**config.mk**
```make
export PLATFORM = sky130hd
export DESIGN_NAME = pe_conv_sequencer_flat
export DESIGN_NICKNAME = d
export VERILOG_FILES = /design/src/rtl/pe_ctrl_pkg.sv /design/src/rtl/pe_conv_sequencer_if.sv /design/src/rtl/pe_tap_counter.sv /design/src/rtl/pe_conv_sequencer.sv /design/src/flat_wrapper.sv
export SDC_FILE = /design/constraint.sdc
export NUM_CORES = 1
export LEC_CHECK = 0
export ABC_AREA = 1
export CORE_MARGIN = 2
export CORE_UTILIZATION = 56
export DETAILED_ROUTE_END_ITERATION = 6
export PLACE_DENSITY = 0.89
export SLEW_MARGIN = 40
export SYNTH_ARGS = -nofsm -noshare
export SYNTH_HDL_FRONTEND = slang
export SYNTH_HIERARCHICAL = 1
export SYNTH_SLANG_ARGS = --single-unit
```
**constraint.sdc**
```tcl
create_clock -name clk -period 3.34 [get_ports clk]
set_clock_uncertainty 0.1 [all_clocks]
set_input_delay 0.334 -clock clk [delete_from_list [all_inputs] [get_ports clk]]
set_output_delay 0.334 -clock clk [all_outputs]
set_load 0.01 [all_outputs]
```
**src/rtl/pe_ctrl_pkg.sv**
```systemverilog
// Shared types for the PE convolution sequencer: FSM state encoding and the
// command word handed to the PE datapath.
package pe_ctrl_pkg;

  localparam int PE_ADDR_WIDTH = 8;

  typedef enum logic [1:0] {
    SEQ_IDLE,
    SEQ_ISSUE,
    SEQ_DONE
  } seq_state_t;

  typedef struct packed {
    logic [PE_ADDR_WIDTH-1:0] filter_addr;
    logic [PE_ADDR_WIDTH-1:0] ifmap_addr;
    logic                     add_sel;
    logic                     split_sel;
    logic                     acc_clear;
  } pe_cmd_t;

endpackage

```
**src/rtl/pe_conv_sequencer_if.sv**
```systemverilog
// Start/command/done channels between the array scheduler, the sequencer and
// the PE datapath. "master" is the sequencer side, "slave" its environment.
interface pe_conv_sequencer_if #(
  parameter int ADDR_WIDTH = 8
);
  logic                  start_valid;
  logic                  start_ready;
  logic                  abort;
  logic                  cmd_valid;
  logic                  cmd_ready;
  logic [ADDR_WIDTH-1:0] cmd_filter_addr;
  logic [ADDR_WIDTH-1:0] cmd_ifmap_addr;
  logic                  cmd_add_sel;
  logic                  cmd_split_sel;
  logic                  cmd_acc_clear;
  logic                  done_valid;
  logic                  done_ready;
  logic                  busy;

  modport master (
    input  start_valid, abort, cmd_ready, done_ready,
    output start_ready, cmd_valid, cmd_filter_addr, cmd_ifmap_addr,
           cmd_add_sel, cmd_split_sel, cmd_acc_clear, done_valid, busy
  );

  modport slave (
    output start_valid, abort, cmd_ready, done_ready,
    input  start_ready, cmd_valid, cmd_filter_addr, cmd_ifmap_addr,
           cmd_add_sel, cmd_split_sel, cmd_acc_clear, done_valid, busy
  );
endinterface

```
**src/rtl/pe_tap_counter.sv**
```systemverilog
// Nested (output position o, filter tap f) counter. o_o/f_o and the tap flags
// look ahead to the position held after this edge; last_cmd_o is for the current one.
module pe_tap_counter #(
  parameter int DEPTH_F    = 3,
  parameter int DEPTH_I    = 5,
  parameter int ADDR_WIDTH = 8
) (
  input  logic                  clk,
  input  logic                  rst,
  input  logic                  load_i,
  input  logic                  advance_i,
  input  logic                  clear_i,
  output logic [ADDR_WIDTH-1:0] o_o,
  output logic [ADDR_WIDTH-1:0] f_o,
  output logic                  first_tap_o,
  output logic                  last_tap_o,
  output logic                  last_cmd_o
);
  localparam int N_OUT = DEPTH_I - DEPTH_F + 1;
  localparam logic [ADDR_WIDTH-1:0] F_LAST = ADDR_WIDTH'(DEPTH_F - 1);
  localparam logic [ADDR_WIDTH-1:0] O_LAST = ADDR_WIDTH'(N_OUT - 1);

  logic [ADDR_WIDTH-1:0] o_q, o_d, f_q, f_d;

  assign last_cmd_o = (f_q == F_LAST) && (o_q == O_LAST);

  // Wrapping to (0,0) after the final command keeps the counter idle-clean.
  always_comb begin
    o_d = o_q;
    f_d = f_q;
    if (clear_i || load_i) begin
      o_d = '0;
      f_d = '0;
    end else if (advance_i) begin
      if (last_cmd_o) begin
        o_d = '0;
        f_d = '0;
      end else if (f_q == F_LAST) begin
        o_d = o_q + 1'b1;
        f_d = '0;
      end else begin
        f_d = f_q + 1'b1;
      end
    end
  end

  always_ff @(posedge clk) begin
    if (rst) begin
      o_q <= '0;
      f_q <= '0;
    end else begin
      o_q <= o_d;
      f_q <= f_d;
    end
  end

  assign o_o         = o_d;
  assign f_o         = f_d;
  assign first_tap_o = (f_d == '0);
  assign last_tap_o  = (f_d == F_LAST);
endmodule

```
**src/rtl/pe_conv_sequencer.sv**
```systemverilog
// Drives one SNN PE through a 1-D convolution pass: one command per (o, f),
// then a done token. All channel outputs come straight from registers.
module pe_conv_sequencer
  import pe_ctrl_pkg::*;
#(
  parameter int DEPTH_F    = 3,
  parameter int DEPTH_I    = 5,
  parameter int ADDR_WIDTH = PE_ADDR_WIDTH
) (
  input logic                clk,
  input logic                rst,
  pe_conv_sequencer_if.master bus
);
  if (DEPTH_F < 1 || DEPTH_F > DEPTH_I || ADDR_WIDTH > PE_ADDR_WIDTH ||
      (ADDR_WIDTH < 31 && DEPTH_I > (1 << ADDR_WIDTH))) begin : g_param_err
    $error("pe_conv_sequencer: illegal DEPTH_F/DEPTH_I/ADDR_WIDTH combination");
  end

  seq_state_t state_q;
  pe_cmd_t    cmd_q;
  logic       cmd_valid_q;
  logic       done_valid_q;

  logic                  load, advance;
  logic [ADDR_WIDTH-1:0] o_nx, f_nx;
  logic                  first_nx, last_nx, last_cmd;

  assign load    = (state_q == SEQ_IDLE) && bus.start_valid && !bus.abort;
  assign advance = (state_q == SEQ_ISSUE) && bus.cmd_ready && !bus.abort;

  pe_tap_counter #(
    .DEPTH_F   (DEPTH_F),
    .DEPTH_I   (DEPTH_I),
    .ADDR_WIDTH(ADDR_WIDTH)
  ) u_tap_counter (
    .clk        (clk),
    .rst        (rst),
    .load_i     (load),
    .advance_i  (advance),
    .clear_i    (bus.abort),
    .o_o        (o_nx),
    .f_o        (f_nx),
    .first_tap_o(first_nx),
    .last_tap_o (last_nx),
    .last_cmd_o (last_cmd)
  );

  always_ff @(posedge clk) begin
    if (rst) begin
      state_q      <= SEQ_IDLE;
      cmd_q        <= '0;
      cmd_valid_q  <= 1'b0;
      done_valid_q <= 1'b0;
    end else begin
      unique case (state_q)
        SEQ_IDLE: begin
          if (load) begin
            state_q     <= SEQ_ISSUE;
            cmd_valid_q <= 1'b1;
            cmd_q       <= '{filter_addr: PE_ADDR_WIDTH'(f_nx),
                             ifmap_addr:  PE_ADDR_WIDTH'(o_nx + f_nx),
                             add_sel:     first_nx,
                             split_sel:   last_nx,
                             acc_clear:   last_nx};
          end
        end
        SEQ_ISSUE: begin
          if (bus.abort) begin
            state_q     <= SEQ_IDLE;
            cmd_valid_q <= 1'b0;
            cmd_q       <= '0;
          end else if (bus.cmd_ready) begin
            if (last_cmd) begin
              state_q      <= SEQ_DONE;
              cmd_valid_q  <= 1'b0;
              done_valid_q <= 1'b1;
            end else begin
              cmd_q <= '{filter_addr: PE_ADDR_WIDTH'(f_nx),
                         ifmap_addr:  PE_ADDR_WIDTH'(o_nx + f_nx),
                         add_sel:     first_nx,
                         split_sel:   last_nx,
                         acc_clear:   last_nx};
            end
          end
        end
        SEQ_DONE: begin
          if (bus.abort || bus.done_ready) begin
            state_q      <= SEQ_IDLE;
            done_valid_q <= 1'b0;
          end
        end
        default: begin
          state_q      <= SEQ_IDLE;
          cmd_valid_q  <= 1'b0;
          done_valid_q <= 1'b0;
        end
      endcase
    end
  end

  assign bus.start_ready     = (state_q == SEQ_IDLE);
  assign bus.busy            = (state_q != SEQ_IDLE);
  assign bus.cmd_valid       = cmd_valid_q;
  assign bus.cmd_filter_addr = cmd_q.filter_addr[ADDR_WIDTH-1:0];
  assign bus.cmd_ifmap_addr  = cmd_q.ifmap_addr[ADDR_WIDTH-1:0];
  assign bus.cmd_add_sel     = cmd_q.add_sel;
  assign bus.cmd_split_sel   = cmd_q.split_sel;
  assign bus.cmd_acc_clear   = cmd_q.acc_clear;
  assign bus.done_valid      = done_valid_q;
endmodule
```
**src/flat_wrapper.sv**
```systemverilog
// flat-port wrapper written by rule: the top's interface ports become plain ports
module pe_conv_sequencer_flat import pe_ctrl_pkg::*;
#(
  parameter int DEPTH_F    = 3,
  parameter int DEPTH_I    = 5,
  parameter int ADDR_WIDTH = PE_ADDR_WIDTH
)
  (clk, rst, bus_start_valid, bus_abort, bus_cmd_ready, bus_done_ready, bus_start_ready, bus_cmd_valid, bus_cmd_filter_addr, bus_cmd_ifmap_addr, bus_cmd_add_sel, bus_cmd_split_sel, bus_cmd_acc_clear, bus_done_valid, bus_busy);
  pe_conv_sequencer_if #(.ADDR_WIDTH(ADDR_WIDTH)) bus_i ();
  input logic clk;
  input logic rst;
  input wire logic [$bits(bus_i.start_valid)-1:0] bus_start_valid;
  input wire logic [$bits(bus_i.abort)-1:0] bus_abort;
  input wire logic [$bits(bus_i.cmd_ready)-1:0] bus_cmd_ready;
  input wire logic [$bits(bus_i.done_ready)-1:0] bus_done_ready;
  output wire logic [$bits(bus_i.start_ready)-1:0] bus_start_ready;
  output wire logic [$bits(bus_i.cmd_valid)-1:0] bus_cmd_valid;
  output wire logic [$bits(bus_i.cmd_filter_addr)-1:0] bus_cmd_filter_addr;
  output wire logic [$bits(bus_i.cmd_ifmap_addr)-1:0] bus_cmd_ifmap_addr;
  output wire logic [$bits(bus_i.cmd_add_sel)-1:0] bus_cmd_add_sel;
  output wire logic [$bits(bus_i.cmd_split_sel)-1:0] bus_cmd_split_sel;
  output wire logic [$bits(bus_i.cmd_acc_clear)-1:0] bus_cmd_acc_clear;
  output wire logic [$bits(bus_i.done_valid)-1:0] bus_done_valid;
  output wire logic [$bits(bus_i.busy)-1:0] bus_busy;
  assign bus_i.start_valid = bus_start_valid;
  assign bus_i.abort = bus_abort;
  assign bus_i.cmd_ready = bus_cmd_ready;
  assign bus_i.done_ready = bus_done_ready;
  assign bus_start_ready = bus_i.start_ready;
  assign bus_cmd_valid = bus_i.cmd_valid;
  assign bus_cmd_filter_addr = bus_i.cmd_filter_addr;
  assign bus_cmd_ifmap_addr = bus_i.cmd_ifmap_addr;
  assign bus_cmd_add_sel = bus_i.cmd_add_sel;
  assign bus_cmd_split_sel = bus_i.cmd_split_sel;
  assign bus_cmd_acc_clear = bus_i.cmd_acc_clear;
  assign bus_done_valid = bus_i.done_valid;
  assign bus_busy = bus_i.busy;
  pe_conv_sequencer #(.DEPTH_F(DEPTH_F), .DEPTH_I(DEPTH_I), .ADDR_WIDTH(ADDR_WIDTH)) u_core (.clk(clk), .rst(rst), .bus(bus_i));
endmodule
```
# Yosys cells after proc, flatten, opt, wreduce, memory -nomap -nowiden
# Index checks and enable logic that the tools add are counted.
[totals]
ff_bits = 39
input_bits = 6
out_inout_bits = 23
word_cells = 73
[classes]
addsub = 3
eq_ne = 13
muxes = 29
bitwise_logic = 2
reduce_logical = 16
[op_table]
columns = ["operator", "n"]
rows = [
  ["two-way mux 19 bit", 4],
  ["two-way mux 8 bit", 8],
  ["case mux 19 bit (2 select lines)", 1],
  ["equality test 8 x 2 -> 1 bit, second input constant", 3],
  ["adder 8 x 1 -> 8 bit, second input constant", 2],
  ["AND reduction 4 bit", 3],
  ["two-way mux 2 bit", 5],
  ["adder 8 bit", 1],
  ["logical NOT 8 bit", 1],
  ["two-way mux 1 bit", 8],
  ["inequality test 2 x 1 -> 1 bit, second input constant", 3],
  ["inequality test 3 bit, second input constant", 2],
  ["case mux 1 bit (3 select lines)", 2],
  ["case mux 2 bit (3 select lines)", 1],
  ["logical AND 1 bit", 5],
  ["AND reduction 5 bit", 1],
  ["inequality test 2 bit, second input constant", 2],
  ["nonzero test 2 bit", 2],
  ["inequality test 3 x 2 -> 1 bit, second input constant", 1],
  ["equality test 2 x 1 -> 1 bit, second input constant", 1],
  ["equality test 2 bit, second input constant", 1],
  ["logical NOT 2 bit", 1],
  ["logical OR 1 bit", 2],
  ["NOT 1 bit", 2],
  ["logical NOT 1 bit", 1],
]

# Logic depth before layout (Yosys ltp)
# Gate-level depths: netlist of run 1.
[logic_depth]
ltp_word = 10
mapped_depth = 19
depth_no_buf = 18

# Hierarchy
# The synthesis of run 1 kept the hierarchy.
[modules_own_cells]
columns = ["mod", "n_inst", "cells_each", "area_each_um2", "seq_area_each_um2"]
rows = [
  ["pe_conv_sequencer", 1, 185, 1261.2, 440.4],
  ["pe_tap_counter", 1, 167, 1096.1, 320.3],
]

# Worst setup path after synthesis of run 1
# No wires, ideal clock.
[synth_path]
path_type = "flip-flop to flip-flop"
from = "reg u_core.state_q[0]"
to = "reg u_core.cmd_q (netlist bit u_core/bus.cmd_ifmap_addr[4])"
setup_ns = 0.128
arrival_ns = 2.494
required_time_ns = 3.112
slack_ns = 0.619
stages_incl_launch_ff = 19
n_path_buf = 0
synth_period_minus_slack_ns = 2.721
cell_sequence = "dfxtp_1 -> inv_2 -> nor2_4 -> nand2_1 -> nor2_1 -> inv_1 -> nor3_4 -> nand2_1 -> nand2_1 -> nor2_1 -> ha_1 -> fa_1 -> nand2_1 -> nand2_1 -> nand2_1 -> xor2_1 -> nor2_1 -> nor2_1 -> nor2_1"
[synth_via]
elab_chain_cells = 10
elab_cells_between_ends = 22
cone_classes = "1 x add/sub; 4 x eq/ne; 9 x mux; 8 x reduce/logical"
[synth_lines]
columns = ["element", "line_no", "source"]
rows = [
  ["from (decl)", "pe_conv_sequencer.sv:19", "seq_state_t state_q;"],
  ["from (signal assigned)", "pe_conv_sequencer.sv:50", "state_q <= SEQ_IDLE;"],
  ["from (signal assigned)", "pe_conv_sequencer.sv:58", "state_q <= SEQ_ISSUE;"],
  ["from (signal assigned)", "pe_conv_sequencer.sv:69", "state_q <= SEQ_IDLE;"],
  ["equality test 2 x 1 -> 1 bit (*)", "pe_conv_sequencer.sv:29", "assign advance = (state_q == SEQ_ISSUE) && bus.cmd_ready && !bus.abort;"],
  ["logical AND 1 bit (*) (2 in a row)", "pe_conv_sequencer.sv:29", ""],
  ["via u_core.advance", "pe_conv_sequencer.sv:24", "logic load, advance;"],
  ["two-way mux 8 bit (*)", "pe_tap_counter.sv:34", "end else if (advance_i) begin"],
  ["two-way mux 8 bit (*)", "pe_tap_counter.sv:31", "if (clear_i || load_i) begin"],
  ["via u_core.o_nx[0]", "pe_conv_sequencer.sv:25", "logic [ADDR_WIDTH-1:0] o_nx, f_nx;"],
  ["adder 8 bit (*)", "pe_conv_sequencer.sv:61, pe_conv_sequencer.sv:79", ""],
  ["two-way mux 19 bit", "pe_conv_sequencer.sv:73", "if (last_cmd) begin"],
  ["two-way mux 19 bit", "pe_conv_sequencer.sv:72", "end else if (bus.cmd_ready) begin"],
  ["two-way mux 19 bit", "pe_conv_sequencer.sv:68", "if (bus.abort) begin"],
  ["case mux 19 bit (2 select lines) (*)", "pe_conv_sequencer.sv:55", "unique case (state_q)"],
  ["to (signal assigned)", "pe_conv_sequencer.sv:60", "cmd_q <= '{filter_addr: PE_ADDR_WIDTH'(f_nx),"],
  ["to (signal assigned)", "pe_conv_sequencer.sv:78", "cmd_q <= '{filter_addr: PE_ADDR_WIDTH'(f_nx),"],
  ["to (decl)", "pe_conv_sequencer.sv:20", "pe_cmd_t cmd_q;"],
]
# The timed path passes the listed nets; every way through them passes the cells marked *. The select of a mux whose other input is x is not followed.
# A chain may end at the register's enable or synchronous reset.

# Final worst setup path of run 1
[layout_path]
from = "reg u_core.state_q[0]"
to = "reg u_core.cmd_q (netlist bit u_core/bus.cmd_ifmap_addr[4])"
[layout_via]
elab_chain_cells = 10
elab_cells_between_ends = 22
cone_classes = "1 x add/sub; 4 x eq/ne; 9 x mux; 8 x reduce/logical"
[layout_lines]
columns = ["element", "line_no"]
rows = [
  ["equality test 2 x 1 -> 1 bit (*)", "pe_conv_sequencer.sv:29"],
  ["logical AND 1 bit (*) (2 in a row)", "pe_conv_sequencer.sv:29"],
  ["via u_core.advance", "pe_conv_sequencer.sv:24"],
  ["two-way mux 8 bit (*)", "pe_tap_counter.sv:34"],
  ["two-way mux 8 bit (*)", "pe_tap_counter.sv:31"],
  ["via u_core.f_nx[0]", "pe_conv_sequencer.sv:25"],
  ["adder 8 bit (*)", "pe_conv_sequencer.sv:61, pe_conv_sequencer.sv:79"],
  ["two-way mux 19 bit", "pe_conv_sequencer.sv:73"],
  ["two-way mux 19 bit", "pe_conv_sequencer.sv:72"],
  ["two-way mux 19 bit", "pe_conv_sequencer.sv:68"],
  ["case mux 19 bit (2 select lines) (*)", "pe_conv_sequencer.sv:55"],
]
# Marks and branches as above.

==> results.toml, run 1 <==
[synth]
synth_nets = 370
muxShareOfSynthArea_pct = 0
synthAdderAreaFrac_pct = 6.69
syn_area_per_cell_um2 = 6.70
synthSimpleGateAreaFrac_pct = 39.3
ys_seq_area_share_pct = 32.3
synthArstFlopShare_pct = 0
ys.flop_type = "dfxtp_1"
synth_edf_count = 0
synth-compound-area-share_pct = 9.29
synth_xor_area_share_pct = 2.23
synth_top_family_by_area = "simple AND/OR/NAND/NOR gates"
syn_inst = 352
ys_warn_count = 6
synth_cell_type_count = 34
syn_area_um2 = 2360
synth_seq_cells = 38

[grt]
track_usage_pct = 25.3
grt_use_met3_pct = 5.84
grt_max_degree = 39
use_met2_pct = 42.9
grt.busiest_layer = "met2"
grt_first_pass_wirelength_um = 8900
grt.met1_usage_pct = 30.3
antenna_found_initial = 0
gr-total-overflow = 0
first_global_vias = 2111

[place]
dp_hpwl_um = 4130
gp_congestion = 0.869
dp_slack_ns = 0.0808
io_buffer_count = 28

[final_layout]
nNetsFinal = 402
seq_area_um2 = 761
syn_to_final_growth_pct = 18.1
drive_gt1_share_pct = 10.9
antenna_cells = 0
fillers = 331
multi_input_area_um2 = 1360

[drt]
drtIter0Drc = 156
dr.pass1.iters = 6
vias = 2324
ant_nets = 0
post_drt_wl_per_cell_um = 12.8
avgViaCountPerCell = 5.34
drc = 0
wl_um = 5550

[sta]
setup_viol = 0
fin_ws_ns = 0.260
fin_crit_ns = 3.08
tns_ns = 0
worst-slew-pin-transition_ns = 0.475
max_freq_ghz = 0.325
max-slew-margin-rel_pct = 68.1
hold_violations = 0
finalCritPeriodShare_pct = 92.2
rsz0062_at_grt = "false"
slew_viol_final = 0

[critical_path]
rr_endpoint = "u_core/bus.cmd_ifmap_addr[4]"
critPathMaxFanout = 6
crit_type = "reg -> reg"
arrival_ns = 3.16
start_kind = "register"
cp-end-kind = "register"
cp.required_ns = 3.42
r2r_slack_ns = 0.26
r2r-start = "u_core/state_q[0]"
reg2reg_depth = 18

[clocking]
clkTransAtPathRegs_ns = 0.08
cts_buffers = 5
cts_resized = 0
post-cts-setup-buffers = 0
cts_hold_buffers = 0
cts_max_level = 2
insertion_delay_ns = 0.30
ctsRootBufferMaster = "clkbuf_8"
ctsLongestPathBuffers = 2
tritoncts = "done"
cts_sinks = 38

[hold_path]
min_path_cells = 2
min_path_type = "reg -> reg"
min-delay-start = "u_core/bus.done_valid"
holdPathEnd = "u_core/bus.done_valid"

[power_and_ir_drop]
p_per_area_nw_per_um2 = 325
p_leak_nw = 1.33
ir_worst_vdd_uv = 324
finalPower_uw = 905

[floorplanning]
ios = 29
row_count = 23
die-height_um = 68.9
initial_utilization_pct = 58.5
dieArea_um2 = 4740
fp.coreArea_um2 = 4030
fp.dieW_um = 68.9

[status]
outcome = "finished, final reports clean"

[run]
cap_viol_max_count = 0
==> Yosys cell counts, types with 2 or more instances <==
cell type,instances,area share [%]
nand2_1,84,13
nor2_1,50,8.0
inv_1,46,7.3
dfxtp_1,38,32
nand3_1,26,5.5
a21oi_1,16,3.4
ha_1,11,5.8
o21ai_0,10,2.1
o21ai_1,9,1.9
nand4_1,7,1.9
nor3_1,6,1.3
clkbuf_1,5,0.80
nor2_2,5,1.3
xor2_1,5,1.9
inv_2,4,0.64
nand3_2,4,1.7
nor2_4,4,1.9
nand2_2,3,0.80
buf_4,2,0.64
nand3b_1,2,0.64
or2_2,2,0.53
==> report_power, final <==
| group | internal [mW] | switching (mW) |
|---|---|---|
| clock network | 0.167 | 0.163 |
| registers | 0.462 | 0.00580 |
| logic | 0.0438 | 0.0636 |
==> per-layer routing <==
layer  wire [um]  vias to the layer above
li1            -                     1175
met1        2370                     1061
met2        2730                       76
met3         354                       12
met4          92                        0
met5           0                        -
==> state kept, by name (all words and copies together) (netlist names) <==
name and cells:
u_core/state_q 2, u_core/bus.done_valid 1, u_core/bus.cmd_add_sel 1, u_core/bus.cmd_acc_clear 1, u_core/u_tap_counter/f_q 8, u_core/u_tap_counter/o_q 8
u_core/bus.cmd_valid 1, u_core/bus.cmd_ifmap_addr 8, u_core/bus.cmd_filter_addr 8
==> stage by stage <==
step	std cells	hold WS (ns)	util, %	cell area (um2)
after detailed placement	427	0.356	66.8	2690
after global placement	427	0.351	66.8	2690
after CTS	435	0.369	69.1	2780
after global routing	435	0.387	69.1	2780
final	435	0.363	69.1	2780
after floorplan	352	0.303	-	2360
==> final cells by class <==
type	instances	share of cell area [%]
multi-input cells	255	48.7
clock buffers	7	3.10
well taps	50	2.25
clock inverters	1	0.180
flip-flops and latches	38	27.3
repair buffers	34	11.7
inverters	50	6.74
==> cells in the final DEF (no fill, tap or decap) <==
| cell | instances |
|---|---|
| clkbuf_1 | 1 |
| dfxtp_1 | 38 |
| o211ai_1 | 1 |
| nand2_2 | 3 |
| inv_1 | 46 |
| nor3_2 | 1 |
| xor2_1 | 5 |
| nor2_8 | 1 |
| or2_2 | 2 |
| ha_1 | 11 |
| nand2_4 | 1 |
| nand3b_1 | 2 |
| nand3_1 | 26 |
| o21ai_2 | 1 |
| o21bai_2 | 1 |
| clkinv_2 | 1 |
| o21bai_1 | 1 |
| clkdlybuf4s50_1 | 28 |
| nor3_4 | 1 |
| nand4_1 | 7 |
| o21ai_1 | 9 |
| nand3_2 | 4 |
| nor2_4 | 4 |
| nor2_2 | 5 |
| clkbuf_8 | 6 |
| a21oi_2 | 1 |
| inv_2 | 4 |
| a21oi_1 | 16 |
| o21ai_0 | 10 |
| buf_4 | 6 |
| nor3_1 | 6 |
| xnor2_1 | 1 |
| fa_1 | 1 |
| nor2_1 | 50 |
| nand2_1 | 84 |
==> how the worst max path moves through the flow <==
stage | start | endpoint | slack [ns] | cells after the start
after floorplan | u_core/state_q[0] | u_core/bus.cmd_ifmap_addr[4] | 0.62 | 18
after global placement | bus_abort | u_core/bus.cmd_ifmap_addr[4] | 0.16 | 18
after detailed placement | bus_abort | u_core/bus.cmd_ifmap_addr[4] | 0.08 | 18
after CTS | u_core/state_q[0] | u_core/bus.cmd_ifmap_addr[4] | 0.32 | 18
after global routing | u_core/state_q[0] | u_core/bus.cmd_ifmap_addr[7] | 0.05 | 19
final | u_core/state_q[0] | u_core/bus.cmd_ifmap_addr[4] | 0.26 | 18
==> cells by family (layout without fill, tap and decap cells) <==
kind of cell,after synthesis,in the layout
flip-flops,38,38
buffers and inverters,59,92
adder cells (fa/ha/maj),12,12
XOR/XNOR,6,6
AO/OA/AOI/OAI,40,40
AND/OR/NAND/NOR,197,197
==> worst max-delay path, cell delays in order (launching register included) <==
cell	delay (ns)
dfxtp_1	0.38
inv_2	0.07
nor2_4	0.13
nand2_1	0.12
nor2_1	0.20
inv_1	0.11
nor3_4	0.34
nor2_2	0.10
nand2_1	0.11
inv_1	0.08
ha_1	0.21
fa_1	0.38
nand2_1	0.11
nand2_1	0.09
nand2_1	0.08
xor2_1	0.16
nor2_1	0.05
nor2_1	0.08
nor2_1	0.04
Power figures use the tool's default switching activity.
==> inputs of run 2 (changes only) <==
--- a/config.mk
+++ b/config.mk
@@ -6,7 +6,6 @@
 export NUM_CORES = 1
 export LEC_CHECK = 0
 export ABC_AREA = 1
-export CORE_MARGIN = 2
 export CORE_UTILIZATION = 56
 export DETAILED_ROUTE_END_ITERATION = 6
 export PLACE_DENSITY = 0.89
==> run 2 against run 1 <==
Sequential cell count unchanged; hold slack worse by 0.0016 ns; sequential power about the same; cell count down 0.46%; maximum frequency up 3.5%; count of clock-buffer cells in the layout down 1; sequential share of layout area up 0.11 points; non-clock buffer count down 2; global-route usage up 1.4 points; die area down 5.7%; worst setup slack better by 0.10 ns; first-iteration DRC count down 11%; largest cell class unchanged; largest power group unchanged.
==> results.toml, run 2 (same netlist as run 1, synthesis figures left out) <==
[final_layout]
drive_gt1_share_pct = 10.7
final_cells = 433
antenna_cells = 0
final_area_um2 = 2770
most-common-layout-cells = "nand2_1 (84), nor2_1 (50), inv_1 (46), dfxtp_1 (38), clkdlybuf4s50_1 (28)"
syn_to_final_growth_pct = 17.6
utilization_pct = 68.8
layout_commonest_cell = "nand2_1"
nNetsFinal = 400

[grt]
first_global_vias = 2025
grt_first_pass_wirelength_um = 8920
antenna_found_initial = 0
grt_max_degree = 39
track_usage_pct = 26.6
gr-total-overflow = 0

[drt]
dr.pass1.iters = 4
ant_nets = 0
post_drt_wl_per_cell_um = 12.5
wl_um = 5430
drtIter0Drc = 139
drc = 0
avgViaCountPerCell = 5.32
vias = 2302

[sta]
max-slew-margin-rel_pct = 71.9
max_freq_ghz = 0.336
worst-slew-pin-transition_ns = 0.418
hold_violations = 0
finalCritPeriodShare_pct = 89.1
tns_ns = 0
slew_viol_final = 0
setup_viol = 0
fin_crit_ns = 2.98
rsz0062_at_grt = "false"

[place]
dp_hpwl_um = 4130
gp_congestion = 0.896
place_inst = 425
place_area_um2 = 2680
io_buffer_count = 28

[floorplanning]
initial_utilization_pct = 58.5
die-height_um = 66.9
row_count = 23
fp.coreArea_um2 = 4030
dieArea_um2 = 4470
ios = 29
fp.dieW_um = 66.9

[clocking]
cts_resized = 0
insertion_delay_ns = 0.29
tritoncts = "done"
cts_max_level = 2
ctsRootBufferMaster = "clkbuf_8"
cts_buffers = 5
cts_hold_buffers = 0
ctsLongestPathBuffers = 2
post-cts-setup-buffers = 0
cts_sinks = 38
clkTransAtPathRegs_ns = 0.08

[power_and_ir_drop]
p_per_area_nw_per_um2 = 328
finalPower_uw = 909
p_leak_nw = 1.32
ir_worst_vdd_uv = 285

[critical_path]
arrival_ns = 3.11
critPathSlowestCell = "clkdlybuf4s50_1"
path_delay_family = "simple AND/OR/NAND/NOR gates"
crit_path_frequent_cell = "nand2_1"
crit_type = "in -> reg"
cp-end-kind = "register"
start_kind = "input pin"
cp.required_ns = 3.47
critPathMaxFanout = 13
crit_buf_inv = 4
worst_path_largest_cell_delay_ns = 0.47
path_cells = "clkdlybuf4s50_1 > inv_1 > nand2_1 > nor2_1 > buf_4 > nand2_1 > nor2_2 > nand3_1 > nand2_1 > nand2_1 > nor2_1 > ha_1 > nand2_1 > inv_1 > a21oi_1 > nand2_1 > nand2_1 > nand3_1 > a21oi_1"

[status]
outcome = "finished, final reports clean"

[hold_path]
min_path_type = "reg -> reg"

[run]
cap_viol_max_count = 0
==> run 2: changes by cell type in the layout (fill, tap and decap cells not counted), sizes merged <==
cell,previous run,this run
clkinvlp,0,1
clkbuf,7,6
buf,6,4
==> run 2: path summary, 6_finish.rpt <==
path                            slack, ns                      endpoint                    startpoint  cells past startpoint
worst max-delay path                 0.36  u_core/bus.cmd_ifmap_addr[7]                     bus_abort                     19
worst min register to register       0.36  u_core/bus.cmd_ifmap_addr[2]  u_core/bus.cmd_ifmap_addr[2]                      2
worst min-delay path                 0.36  u_core/bus.cmd_ifmap_addr[2]  u_core/bus.cmd_ifmap_addr[2]                      2
worst max register to register       0.37  u_core/bus.cmd_ifmap_addr[7]             u_core/state_q[0]                     19
==> run 2: routing by layer <==
| layer | track usage (%) | vias to the layer above | wire length, um |
|---|---|---|---|
| li1 | - | 1172 | - |
| met1 | 32.6 | 1048 | 2400 |
| met2 | 45.8 | 72 | 2640 |
| met3 | 5.65 | 10 | 310 |
| met4 | 8.51 | 0 | 80 |
| met5 | 0 | - | 0 |
==> run 2: metrics by stage <==
step,setup slack (ns),hold WS [ns]
6_report,0.365,0.362
4_1_cts,0.354,0.363
2_1_floorplan,0.619,0.303
3_3_place_gp,0.129,0.351
3_5_place_dp,0.0614,0.352
5_1_grt,0.0723,0.377
==> run 2: worst reg2reg max path, cell delays in order, from the launching register on <==
cell	delay [ns]
dfxtp_1	0.38
inv_2	0.07
nor2_4	0.14
nand2_1	0.12
nor2_1	0.14
buf_4	0.23
nand2_1	0.12
nor2_2	0.15
nand3_1	0.08
nand2_1	0.06
nand2_1	0.06
nor2_1	0.27
ha_1	0.33
nand2_1	0.09
inv_1	0.04
a21oi_1	0.18
nand2_1	0.09
nand2_1	0.07
nand3_1	0.06
a21oi_1	0.12
==> run 2: layout make-up <==
type,count,area (um2)
tap,50,62.6
sequential,38,761
inverter,50,188
fill,345,1260
clock buffer,6,82.6
clock inverter,2,12.5
timing repair buffer,32,310
multi-input combinational,255,1360
==> run 2: report_power, final <==
| part | internal [mW] | switching (mW) |
|---|---|---|
| Combinational | 0.0424 | 0.0640 |
| Clock | 0.166 | 0.168 |
| Sequential | 0.462 | 0.00580 |
==> inputs of run 3 (changes only) <==
--- a/config.mk
+++ b/config.mk
@@ -6,9 +6,10 @@
 export NUM_CORES = 1
 export LEC_CHECK = 0
 export ABC_AREA = 1
-export CORE_UTILIZATION = 56
+export CAP_MARGIN = 20
+export CORE_UTILIZATION = 50
 export DETAILED_ROUTE_END_ITERATION = 6
-export PLACE_DENSITY = 0.89
+export PLACE_DENSITY = 0.85
 export SLEW_MARGIN = 40
 export SYNTH_ARGS = -nofsm -noshare
 export SYNTH_HDL_FRONTEND = slang
==> constraint.sdc (replaced) <==
create_clock -name clk -period 2.4 [get_ports clk]
set_clock_uncertainty 0.1 [all_clocks]
set_input_delay 0.24 -clock clk [delete_from_list [all_inputs] [get_ports clk]]
set_output_delay 0.24 -clock clk [all_outputs]
set_load 0.01 [all_outputs]
==> run 3 against run 2 <==
The flow now finishes with violations (negative setup slack); register-to-register slack got worse by 0.78 ns; sequential power is 39% higher; via count grew 22%; wire length is 48% higher; die area grew 12%; utilization increased by 9.5 points; critical path type is now reg -> reg; largest cell class unchanged.
==> results.toml, run 3 (same netlist as run 1, synthesis figures left out) <==
[critical_path]
critPathSlowestCell = "dfxtp_2"
reg2reg_depth = 16
r2r_slack_ns = -0.41
path_delay_family = "simple AND/OR/NAND/NOR gates"
cp.depth = 16
crit_type = "reg -> reg"
crit_buf_inv = 2
cp-end-kind = "register"
critPathCapture = "u_core/bus.cmd_ifmap_addr[4]"
r2r-start = "u_core/state_q[0]"
cp-startpoint = "u_core/state_q[0]"
worst_path_largest_cell_delay_ns = 0.35
arrival_ns = 2.88
rr_endpoint = "u_core/bus.cmd_ifmap_addr[4]"
start_kind = "register"
critPathMaxFanout = 5
cp.required_ns = 2.46
path_cells = "inv_2 > nor2_4 > nand2_4 > nor2_4 > nand2_1 > nor2_4 > xor2_2 > nand2_1 > inv_1 > ha_1 > or2_2 > nand2_2 > xor2_1 > nor2_1 > nor2_1 > nor2_1"

[clocking]
cts_buffers = 5
ctsLongestPathBuffers = 2
ctsRootBufferMaster = "clkbuf_8"
insertion_delay_ns = 0.29
clkTransAtPathRegs_ns = 0.07
cts_sinks = 38
cts_max_level = 2
tritoncts = "done"

[final_layout]
final_cells = 501
antenna_cells = 0
layout_commonest_cell = "nand2_1"
fillers = 269
drive_gt1_share_pct = 33.2
most-common-layout-cells = "nand2_1 (74), buf_4 (68), nor2_1 (45), inv_1 (37), dfxtp_1 (36)"
multi_input_area_um2 = 1550
syn_to_final_growth_pct = 47.7
nNetsFinal = 466
seq_area_um2 = 766

[power_and_ir_drop]
internal_power_uw = 960
p_per_area_nw_per_um2 = 375
p_sw_share_pct = 26.4
p_leak_nw = 1.65
p_sw_uw = 345
pwr-share-comb_pct = 15.3
finalPower_mw = 1.31
pwr-share-seq_pct = 49.8
p_clk_share_pct = 34.9
ir_worst_vdd_uv = 373

[place]
place_inst = 480
gp_congestion = 0.889
io_buffer_count = 28
dp_slack_ns = -0.572
dp_hpwl_um = 4700

[floorplanning]
fp.dieW_um = 70.7
die-height_um = 70.7
ios = 29
initial_utilization_pct = 53.0
dieArea_um2 = 4990
fp.coreArea_um2 = 4440
row_count = 24

[grt]
grt_max_degree = 39
first_global_vias = 2534
grt_first_pass_wirelength_um = 11600
track_usage_pct = 29.5
antenna_found_initial = 0
gr-total-overflow = 0

[sta]
max_freq_ghz = 0.355
worst-slew-pin-transition_ns = 0.425
fin_crit_ns = 2.81
max-slew-margin-rel_pct = 71.7
slew_viol_final = 0
finalCritPeriodShare_pct = 117
setup_viol = 7
hold_violations = 0
fin_ws_ns = -0.415
rsz0062_at_grt = "true"
hold_slack_ns = 0.368

[drt]
drc = 0
wl_um = 8060
avgViaCountPerCell = 5.60
ant_nets = 0
vias = 2804
drtIter0Drc = 328
post_drt_wl_per_cell_um = 16.1
dr.pass1.iters = 5

[status]
violations = "negative setup slack"
outcome = "finished, violations left"

[run]
cap_viol_max_count = 0

[hold_path]
min_path_type = "reg -> reg"
run 3: power by group through the flow:
| stage | combinational, mW | sequential, mW | clock [mW] |
|---|---|---|---|
| after global placement | 0.173 | 0.665 | 0 |
| after detailed placement | 0.176 | 0.665 | 0 |
| after CTS | 0.183 | 0.650 | 0.463 |
| after global routing | 0.211 | 0.651 | 0.489 |
| after floorplan | 0.0905 | 0.671 | 0 |
| final | 0.200 | 0.650 | 0.455 |
run 3: worst min-delay path, delay by kind of cell (launching register included):
kind	cells	cell delay (ns)
flip-flops	1	0.32
AND/OR/NAND/NOR	1	0.06
AO/OA/AOI/OAI	1	0.05
run 3: metrics by stage:
stage	util (%)	cell area (um2)	setup TNS, ns
5_1_grt	78.3	3480	-3.08
2_1_floorplan	-	2390	-0.206
4_1_cts	74.6	3320	-0.474
6_report	78.3	3480	-2.00
3_3_place_gp	70.0	3110	-3.40
3_5_place_dp	70.0	3110	-4.65
run 3: repair_timing:
item                       4_1_cts  5_1_grt
gates cloned                     0        0
pin swaps                       12       16
hold buffers                     0        0
buffers inserted                 6        7
setup endpoints to repair        9       10
resized for setup               23       24
run 3: worst min-delay path by stage:
| stage | endpoint | start | cells after the start | slack, ns |
|---|---|---|---|---|
| after floorplan | u_core/state_q[0] | rst | 1 | 0.20 |
| after global placement | u_core/bus.done_valid | u_core/bus.done_valid | 2 | 0.35 |
| after detailed placement | u_core/bus.cmd_ifmap_addr[7] | u_core/bus.cmd_ifmap_addr[7] | 2 | 0.35 |
| after CTS | u_core/bus.cmd_ifmap_addr[7] | u_core/bus.cmd_ifmap_addr[7] | 2 | 0.37 |
| after global routing | u_core/bus.cmd_filter_addr[2] | u_core/bus.cmd_filter_addr[2] | 2 | 0.39 |
| final | u_core/bus.cmd_filter_addr[2] | u_core/bus.cmd_filter_addr[2] | 2 | 0.37 |
run 3: area by class of cell:
type / count / area share, %
multi-input combinational: 255 / 44.5
timing repair buffer: 98 / 23.6
sequential: 38 / 22.0
inverter: 50 / 5.39
clock buffer: 7 / 2.48
tap: 52 / 1.87
clock inverter: 1 / 0.144
run 3: routing by layer:
| metal | GRT usage (%) | part of all wire, % |
|---|---|---|
| met1 | 36.1 | 38 |
| met2 | 53.7 | 50 |
| met3 | 4.42 | 7.2 |
| met4 | 8.67 | 4.3 |
| met5 | 0 | 0 |
